`src/rtl/spi_pkg.sv`:
```
// Shared constants for the SPI slave: default frame width and the mode-0
// clock polarity/phase this block implements.
package spi_pkg;

  // Default number of bits per SPI frame.
  localparam int SPI_DATA_W = 8;

  // Mode 0: clock idles low, data sampled on the leading (rising) edge.
  localparam logic SPI_CPOL = 1'b0;
  localparam logic SPI_CPHA = 1'b0;

endpackage : spi_pkg

```
`src/rtl/spi_slave.sv`:
```
// SPI mode-0 slave. Shifts mosi into a receive register and tx_data out on
// miso, one frame per DATA_W rising sclk edges. Slave select high acts as an
// asynchronous reset, so every frame starts from a clean state.
module spi_slave
  import spi_pkg::*;
#(
  parameter int DATA_W    = SPI_DATA_W,
  parameter bit LSB_FIRST = 1'b1
) (
  input  logic              sclk,
  input  logic              ss,
  input  logic              mosi,
  output logic              miso,
  input  logic [DATA_W-1:0] tx_data,
  output logic              tx_empty,
  output logic [DATA_W-1:0] rx_data,
  output logic              rx_data_available
);

  localparam int CNT_W = (DATA_W > 1) ? $clog2(DATA_W) : 1;
  localparam logic [CNT_W-1:0] CNT_LAST = CNT_W'(DATA_W - 1);

  logic [CNT_W-1:0]  cnt;
  logic [DATA_W-1:0] rx_shift;
  logic [DATA_W-1:0] tx_shift;
  logic [DATA_W-1:0] rx_next;

  // Receive register after absorbing the current mosi bit, in the chosen order.
  always_comb begin
    rx_next = '0;
    if (LSB_FIRST) begin
      rx_next = {mosi, rx_shift[DATA_W-1:1]};
    end else begin
      rx_next = {rx_shift[DATA_W-2:0], mosi};
    end
  end

  // Bit counter, shift registers and the completed-byte handshake.
  always_ff @(posedge sclk or posedge ss) begin
    if (ss) begin
      cnt               <= '0;
      rx_shift          <= '0;
      tx_shift          <= '0;
      rx_data           <= '0;
      rx_data_available <= 1'b0;
    end else begin
      rx_shift <= rx_next;

      if (cnt == CNT_LAST) begin
        cnt <= '0;
      end else begin
        cnt <= cnt + 1'b1;
      end

      // Bit 0 already went out combinationally from tx_data, so the register
      // is loaded pre-shifted and holds bit 1 at its output position.
      if (cnt == '0) begin
        tx_shift <= LSB_FIRST ? (tx_data >> 1) : (tx_data << 1);
      end else begin
        tx_shift <= LSB_FIRST ? (tx_shift >> 1) : (tx_shift << 1);
      end

      if (cnt == CNT_LAST) begin
        rx_data           <= rx_next;
        rx_data_available <= 1'b1;
      end else begin
        rx_data_available <= 1'b0;
      end
    end
  end

  // miso: bit 0 straight from tx_data at the frame start so it is valid as
  // soon as ss falls, then from the shift register; forced low when idle.
  always_comb begin
    miso = 1'b0;
    if (!ss) begin
      if (cnt == '0) begin
        miso = LSB_FIRST ? tx_data[0] : tx_data[DATA_W-1];
      end else begin
        miso = LSB_FIRST ? tx_shift[0] : tx_shift[DATA_W-1];
      end
    end
  end

  // Ready for a new transmit byte whenever the counter sits at a frame boundary.
  assign tx_empty = (cnt == '0);

endmodule : spi_slave

```
`config.mk`:
```
export PLATFORM = sky130hd
export DESIGN_NAME = spi_slave
export DESIGN_NICKNAME = d
export VERILOG_FILES = /design/src/rtl/spi_pkg.sv /design/src/rtl/spi_slave.sv
export SDC_FILE = /design/constraint.sdc
export NUM_CORES = 1
export LEC_CHECK = 0
export CAP_MARGIN = 20
export CORE_UTILIZATION = 60
export CTS_CLUSTER_SIZE = 16
export DETAILED_ROUTE_END_ITERATION = 10
export DONT_BUFFER_PORTS = 1
export PLACE_DENSITY = 0.76
export SYNTH_ARGS = -nofsm -noshare
export SYNTH_HDL_FRONTEND = slang
export SYNTH_SLANG_ARGS = --single-unit
```
`constraint.sdc`:
```
create_clock -name sclk -period 2.4 [get_ports sclk]
set_input_delay 0.36 -clock sclk [delete_from_list [all_inputs] [get_ports sclk]]
set_output_delay 0.36 -clock sclk [all_outputs]
set_load 0.02 [all_outputs]
```
## Word level (Yosys, flattened, before mapping)

Cells that the tools add are included.

| word-level totals | value |
|---|---|
| output and inout bits | 11 |
| input bits | 11 |
| register bits | 27 |

| cells by class | value |
|---|---|
| reduce and logical (&&, ||, !) cells | 1 |
| equal/unequal tests | 1 |
| add/sub/neg operators | 1 |
| mux-type cells | 5 |

Operator list:

| cell | number |
|---|---|
| 7-bit two-way mux | 1 |
| 3-bit by 1-bit adder with 3-bit output (second input constant) | 1 |
| 3-bit == test (second input constant) | 1 |
| 3-bit logical NOT | 1 |
| 1-bit two-way mux | 3 |
| 3-bit two-way mux | 1 |

## Longest topological paths before layout

Gate-level depths: netlist (run 1).

| depth | value |
|---|---|
| depth in word-level cells | 3 |
| depth in mapped cells | 5 |

## Worst setup path before layout (run 1)

Ideal clock, no wire load.

| timing path | value |
|---|---|
| path kind | register -> output |
| start | register cnt[0] |
| end | output miso |
| setup slack | 0.686 ns |
| stages on the path, launching flop included | 6 |
| arrival | 1.354 ns |
| required time | 2.040 ns |
| path through | dfrtp_1 inv_1 ha_1 nor2b_4 buf_6 o21ai_0 |

| between the ends | value |
|---|---|
| longest elaborated chain between the ends | 3 |

Ends and longest elaborated chain:

| element | line | source |
|---|---|---|
| start, declared | spi_slave.sv:23 | `logic [CNT_W-1:0] cnt;` |
| start signal, assigned | spi_slave.sv:52 | `cnt <= cnt + 1'b1;` |
| 3-bit logical NOT | -- |  |
| named net tx_empty | spi_slave.sv:15 | `output logic tx_empty,` |
| 1-bit two-way mux | spi_slave.sv:77 | `if (cnt == '0) begin` |
| 1-bit two-way mux | spi_slave.sv:76 | `if (!ss) begin` |
| end, declared | spi_slave.sv:13 | `output logic miso,` |

The timed path passes the listed nets, and every way through them passes these cells.

## Final worst setup path (run 1)

Ends and elaborated chain as after synthesis.

==> summary.txt, run 1 <==
Worst setup path
  • Setup crit end kind: output pin
  • Worst-path maximum fanout: 9
  • R2R cell count: 4
  • Crit start category: flop
  • Worst EP arrival: 1730 ps
  • Flop-to-flop setup slack: 890 ps
  • FF-to-FF End: tx_shift[5]$_DFF_PP0_
  • CP required: 2040 ps
  • Worst Path Class, Setup: flop to output pin
  • Launch point of the worst reg-to-reg path: cnt[0]$_DFF_PP0_

Power and ir drop
  • VDD IR max: 0.6179 mV
  • Sw Pwr: 0.0001505 W
  • Switching share of power: 0.1910
  • Clock share of power: 0.367
  • Total power: 0.0007882 W
  • Flop pwr share: 0.601
  • Cell Pwr Density: 789.4 nW/µm²
  • Static Leak: 0.4629 nW
  • Combinational fraction of design power: 0.031
  • P_int: 0.0006376 W

Detailed routing
  • Detailed-route via count: 401
  • Post-Route WL: 1174 µm
  • Post-DRT Antenna Nets: 0
  • DR pass1 iterations: 2
  • Drt initial violations: 1
  • Routed vias/inst: 5.648
  • DRC Markers: 0
  • Wire per inst: 16.54 µm

Global routing
  • Global Route Usage Sum: 0.1621
  • Largest net degree at the start of global routing: 27
  • First-pass GRT wire length: 2070 µm
  • Number of global-route vias before repair: 450
  • Initial antenna violation count: 0
  • Grt ovf: 0

Clock tree
  • TritonCTS Buffers: 3
  • Setup Buffers After CTS: 0
  • Root buffer cell: clkbuf_4
  • H-tree levels: 1
  • Post-cts sizing count: 0
  • Max clock buf depth: 2
  • CTS Hold Bufs: 0
  • CTS tree: done
  • Later-pin clock latency in the skew report: 310 ps
  • Clock Pin Slew Worst Setup and Hold Paths: 130 ps
  • CTS Sinks: 26

STA
  • Final hold vios: 0
  • RSZ-0062 raised after global routing: no
  • Final Cycle Share: 0.8707
  • Worst Tran Pin Value: 918.2 ps
  • Slew Viols, Final: 0
  • Clk_skew: 1.504 ps
  • Setup TNS: 0 ps
  • Slew Limit Headroom: 0.3872
  • Setup-failing EPs final: 0
  • Tmin final: 2090 ps
  • Fmax: 478.5 MHz
  • Final setup margin: 310.4 ps
  • Final hold slack: 60.89 ps

Floorplanning
  • Core ar.: 1383 µm²
  • Io pins: 22
  • Die X: 41.65 µm
  • Die Height: 41.65 µm
  • Full die area: 1735 µm²
  • Row count: 13
  • Initial core utilization: 0.6824

Place
  • Cell count after placement: 67
  • Port Buffer Count: 0
  • Setup Slack @ Placement: 654.2 ps
  • Post-DP HPWL: 869.3 µm
  • Gpl congestion: 0.6397

Logic synthesis
  • Synthesized area per cell: 17.47 µm²
  • Synth Flop Type: dfrtp_1
  • Unique masters post-synth: 13
  • Ranking of synthesized cells by area: dfrtp_1, mux2_2, mux2_4
  • Post-synthesis sequential area ratio: 0.6897
  • Synth async-reset ratio: 1.000
  • Post-synthesis register bit count: 26
  • Count leader, synth: dfrtp_1
  • Yosys warns: 0
  • Synth area leader: dfrtp_1
  • Post-synth EDFFs: 0
  • Top cell type's share of synthesized area: 0.6897
  • Post-Syn Area: 943.4 µm²
  • Net Count, Synth: 68
  • Synth cell count leaders: dfrtp_1, mux2_2, mux2_4
  • Post-Synthesis Cells: 54

Min path
  • Start point of the worst hold path: mosi
  • Worst hold path depth: 0
  • WHS Endpoint: rx_shift[7]$_DFF_PP0_
  • HP Class: input pin to flop

Final layout
  • Antenna cells: 0
  • Number of fillers in the final layout: 101
  • Fin cells: 71
  • Multi-input gate area: 265.3 µm²
  • Sequential cell area: 650.6 µm²
  • Area Growth Syn to Fin: 5.836%
  • # nets final: 71
  • Layout cell share with drive strength beyond 1: 0.3571

Job
  • Count of max-cap constraint violations: 0

Outcome
  • Outcome: finished, final reports clean
==> worst max path at each step <==
stage / startpoint / to / slack, ps
floorplan: cnt[0]$_DFF_PP0_ / miso / 690
global placement: cnt[0]$_DFF_PP0_ / miso / 720
detailed placement: cnt[0]$_DFF_PP0_ / miso / 650
CTS: cnt[0]$_DFF_PP0_ / miso / 280
global route: cnt[0]$_DFF_PP0_ / miso / 210
finish: cnt[0]$_DFF_PP0_ / miso / 310
==> per-stage QoR <==
| step | instance area, µm² | util |
|---|---|---|
| 5_1_grt | 998.5 | 0.7222 |
| 6_report | 998.5 | 0.7222 |
| 3_5_place_dp | 945.9 | 0.6842 |
| 4_1_cts | 998.5 | 0.7222 |
| 3_3_place_gp | 945.9 | 0.6842 |
| 2_1_floorplan | 943.4 | - |
==> state kept, by name (all words and copies together) (netlist names) <==
name / flops
rx_shift: 7
rx_data_available: 1
tx_shift: 7
cnt: 3
rx_data: 8
==> layer usage <==
layer / up-vias / routed length (µm) / global-route usage
met1: 200 / 511 / 0.1994
met2: 18 / 603 / 0.2781
met5: - / 0 / 0
met3: 2 / 55 / 0.02609
li1: 181 / - / -
met4: 0 / 4 / 0.07742
==> critical path, stage by stage, from the launching register on <==
cell,delay (ps)
dfrtp_1,440
inv_1,70
ha_1,160
nor2b_4,400
o21ai_0,350
==> cell type report <==
class                   instances  share of cell area
clock buffers                   3             0.02256
multi-input cells              23              0.2657
well taps                      15             0.01880
clock inverters                 1             0.03008
inverters                       3             0.01128
flip-flops and latches         26              0.6516
==> cell families (layout without fill, tap and decap cells) <==
kind of cell               after synthesis  in the layout  synth area share
adders and majority gates                3              3           0.03979
AOI/OAI and AO/OA                        1              1          0.005300
and+or+nand+nor                          5              5           0.04509
buffers and inverters                    5              7           0.02917
DFF                                     26             26            0.6897
muxes                                   14             14            0.1910
==> power by group through the flow <==
stage                     combinational (W)  clock, W  sequential [W]
after floorplan                   0.0000221         0        0.000480
after global routing              0.0000280  0.000310        0.000477
after CTS                         0.0000255  0.000296        0.000474
after global placement            0.0000236         0        0.000482
after detailed placement          0.0000255         0        0.000483
final                             0.0000247  0.000289        0.000474
==> placed cells by master, fill, tap and decap left out, drive strengths merged <==
| cell type | instances |
|---|---|
| nand2b | 1 |
| nor2 | 1 |
| clkbuf | 3 |
| dfrtp | 26 |
| ha | 3 |
| inv | 3 |
| and2 | 1 |
| nor2b | 1 |
| nand4bb | 1 |
| o21ai | 1 |
| bufinv | 1 |
| mux2 | 14 |
(Power assumes the default switching activity.)
==> run 2: changes to the inputs <==
Settings changed: PLACE_DENSITY 0.76 to 0.81.
==> run 2 against run 1 <==
Setup slack got worse by 17 ps. Non-clock buffer count did not move. Clock skew up 5.2 ps. Die area unchanged. Via count up 0.50%. Count of clock-buffer cells in the layout did not move. Final cell count unchanged. Sequential power is essentially flat. Global-route usage rose by 1.3 points.
==> summary.txt, run 2 (synthesized netlist as in run 1, its figures left out) <==
Place
  • Cell count after placement: 67
  • Port Buffer Count: 0
  • Gpl congestion: 0.7278
  • Post-DP HPWL: 946.2 µm

Outcome
  • Outcome: finished, final reports clean

Power and ir drop
  • Total power: 0.0007858 W
  • VDD IR max: 0.4870 mV
  • Static Leak: 0.4629 nW
  • Cell Pwr Density: 787.0 nW/µm²

STA
  • Final Cycle Share: 0.8778
  • Clk_skew: 6.689 ps
  • Worst Tran Pin Value: 893.4 ps
  • Final hold slack: 65.00 ps
  • Fmax: 474.7 MHz
  • Slew Limit Headroom: 0.4037
  • Final hold vios: 0
  • Setup-failing EPs final: 0
  • Tmin final: 2107 ps
  • RSZ-0062 raised after global routing: no
  • Slew Viols, Final: 0
  • Setup TNS: 0 ps

Floorplanning
  • Initial core utilization: 0.6824
  • Full die area: 1735 µm²
  • Die X: 41.65 µm
  • Io pins: 22
  • Die Height: 41.65 µm
  • Core ar.: 1383 µm²
  • Row count: 13

Final layout
  • Fin cells: 71
  • Layout cell share with drive strength beyond 1: 0.3571
  • Most common cell after layout, fill and taps aside: dfrtp_1
  • Top Registers: rx_data (8), rx_shift (7), tx_shift (7)
  • Most frequent cells in the layout: dfrtp_1, mux2_2, mux2_4
  • Number of fillers in the final layout: 93
  • Biggest register: rx_data
  • Antenna cells: 0
  • Area Growth Syn to Fin: 5.836%
  • Max reg flops: 8
  • # nets final: 71
  • Core Util, Final: 0.7222

Clock tree
  • TritonCTS Buffers: 3
  • Max clock buf depth: 2
  • Post-cts sizing count: 0
  • Clock Pin Slew Worst Setup and Hold Paths: 130 ps
  • CTS Sinks: 26
  • CTS tree: done
  • CTS Hold Bufs: 0
  • Later-pin clock latency in the skew report: 310 ps
  • Root buffer cell: clkbuf_4
  • H-tree levels: 1
  • Setup Buffers After CTS: 0

Global routing
  • Grt ovf: 0
  • Number of global-route vias before repair: 505
  • Initial antenna violation count: 0
  • Global Route Usage Sum: 0.1753
  • First-pass GRT wire length: 2201 µm
  • Largest net degree at the start of global routing: 27

Detailed routing
  • DRC Markers: 0
  • Post-Route WL: 1288 µm
  • DR pass1 iterations: 2
  • Routed vias/inst: 5.676
  • Drt initial violations: 3
  • Detailed-route via count: 403
  • Post-DRT Antenna Nets: 0
  • Wire per inst: 18.14 µm

Worst setup path
  • CP Cell Sequence: inv_1 > ha_1 > nor2b_4 > o21ai_0
  • Max stage delay cell, worst path: dfrtp_1
  • Worst Path Class, Setup: flop to output pin
  • Setup crit end kind: output pin
  • Worst EP arrival: 1750 ps
  • Crit-path max cell delay: 420 ps
  • Crit start category: flop
  • Worst-path maximum fanout: 9
  • CP required: 2040 ps

Job
  • Count of max-cap constraint violations: 0

Min path
  • HP Class: input pin to flop
run 2: cell counts in the layout (fill, tap and decap cells not counted):
No cell type changed its count.
run 2: per-layer routing:
metal | vias up | part of all wire | GRT usage
li1 | 180 | - | -
met4 | 0 | 0 | 0.09677
met3 | 0 | 0.054 | 0.04783
met2 | 13 | 0.58 | 0.3281
met1 | 210 | 0.37 | 0.1687
met5 | - | 0 | 0
run 2: critical path: cells and delay by family, from the launching register on:
| family | cells | cell delay (ps) |
|---|---|---|
| DFF | 1 | 420 |
| and+or+nand+nor | 1 | 400 |
| AOI/OAI and AO/OA | 1 | 360 |
| adders and majority gates | 1 | 170 |
| buffers and inverters | 1 | 80 |
run 2: path summary, 6_finish.rpt:
check | from | to | slack (ps) | cells past startpoint
worst max-delay path | cnt[0]$_DFF_PP0_ | miso | 290 | 4
worst min-delay path | mosi | rx_shift[7]$_DFF_PP0_ | 60 | 0
worst max register to register | cnt[0]$_DFF_PP0_ | tx_shift[4]$_DFF_PP0_ | 880 | 4
worst min register to register | rx_shift[5]$_DFF_PP0_ | rx_shift[4]$_DFF_PP0_ | 390 | 0
max in group asynchronous | ss | tx_shift[2]$_DFF_PP0_ | 1740 | 1
min in group asynchronous | ss | rx_shift[2]$_DFF_PP0_ | 110 | 1
run 2: where the power goes:
part           internal (W)  switching, W
Clock              0.000169      0.000118
Sequential         0.000456     0.0000179
Combinational     0.0000124     0.0000123
run 2: cell type report:
| cell class | count | area (µm²) | share of cell area |
|---|---|---|---|
| clock inverters | 1 | 30.03 | 0.03008 |
| clock buffers | 3 | 22.52 | 0.02256 |
| multi-input cells | 23 | 265.3 | 0.2657 |
| inverters | 3 | 11.26 | 0.01128 |
| flip-flops and latches | 26 | 650.6 | 0.6516 |
| well taps | 15 | 18.77 | 0.01880 |
run 2: stage by stage:
stage | setup slack (ps) | cell area (µm²)
floorplan | 686.4 | 943.4
global placement | 717.2 | 945.9
detailed placement | 659.2 | 945.9
CTS | 282.0 | 998.5
global route | 184.4 | 998.5
finish | 293.3 | 998.5
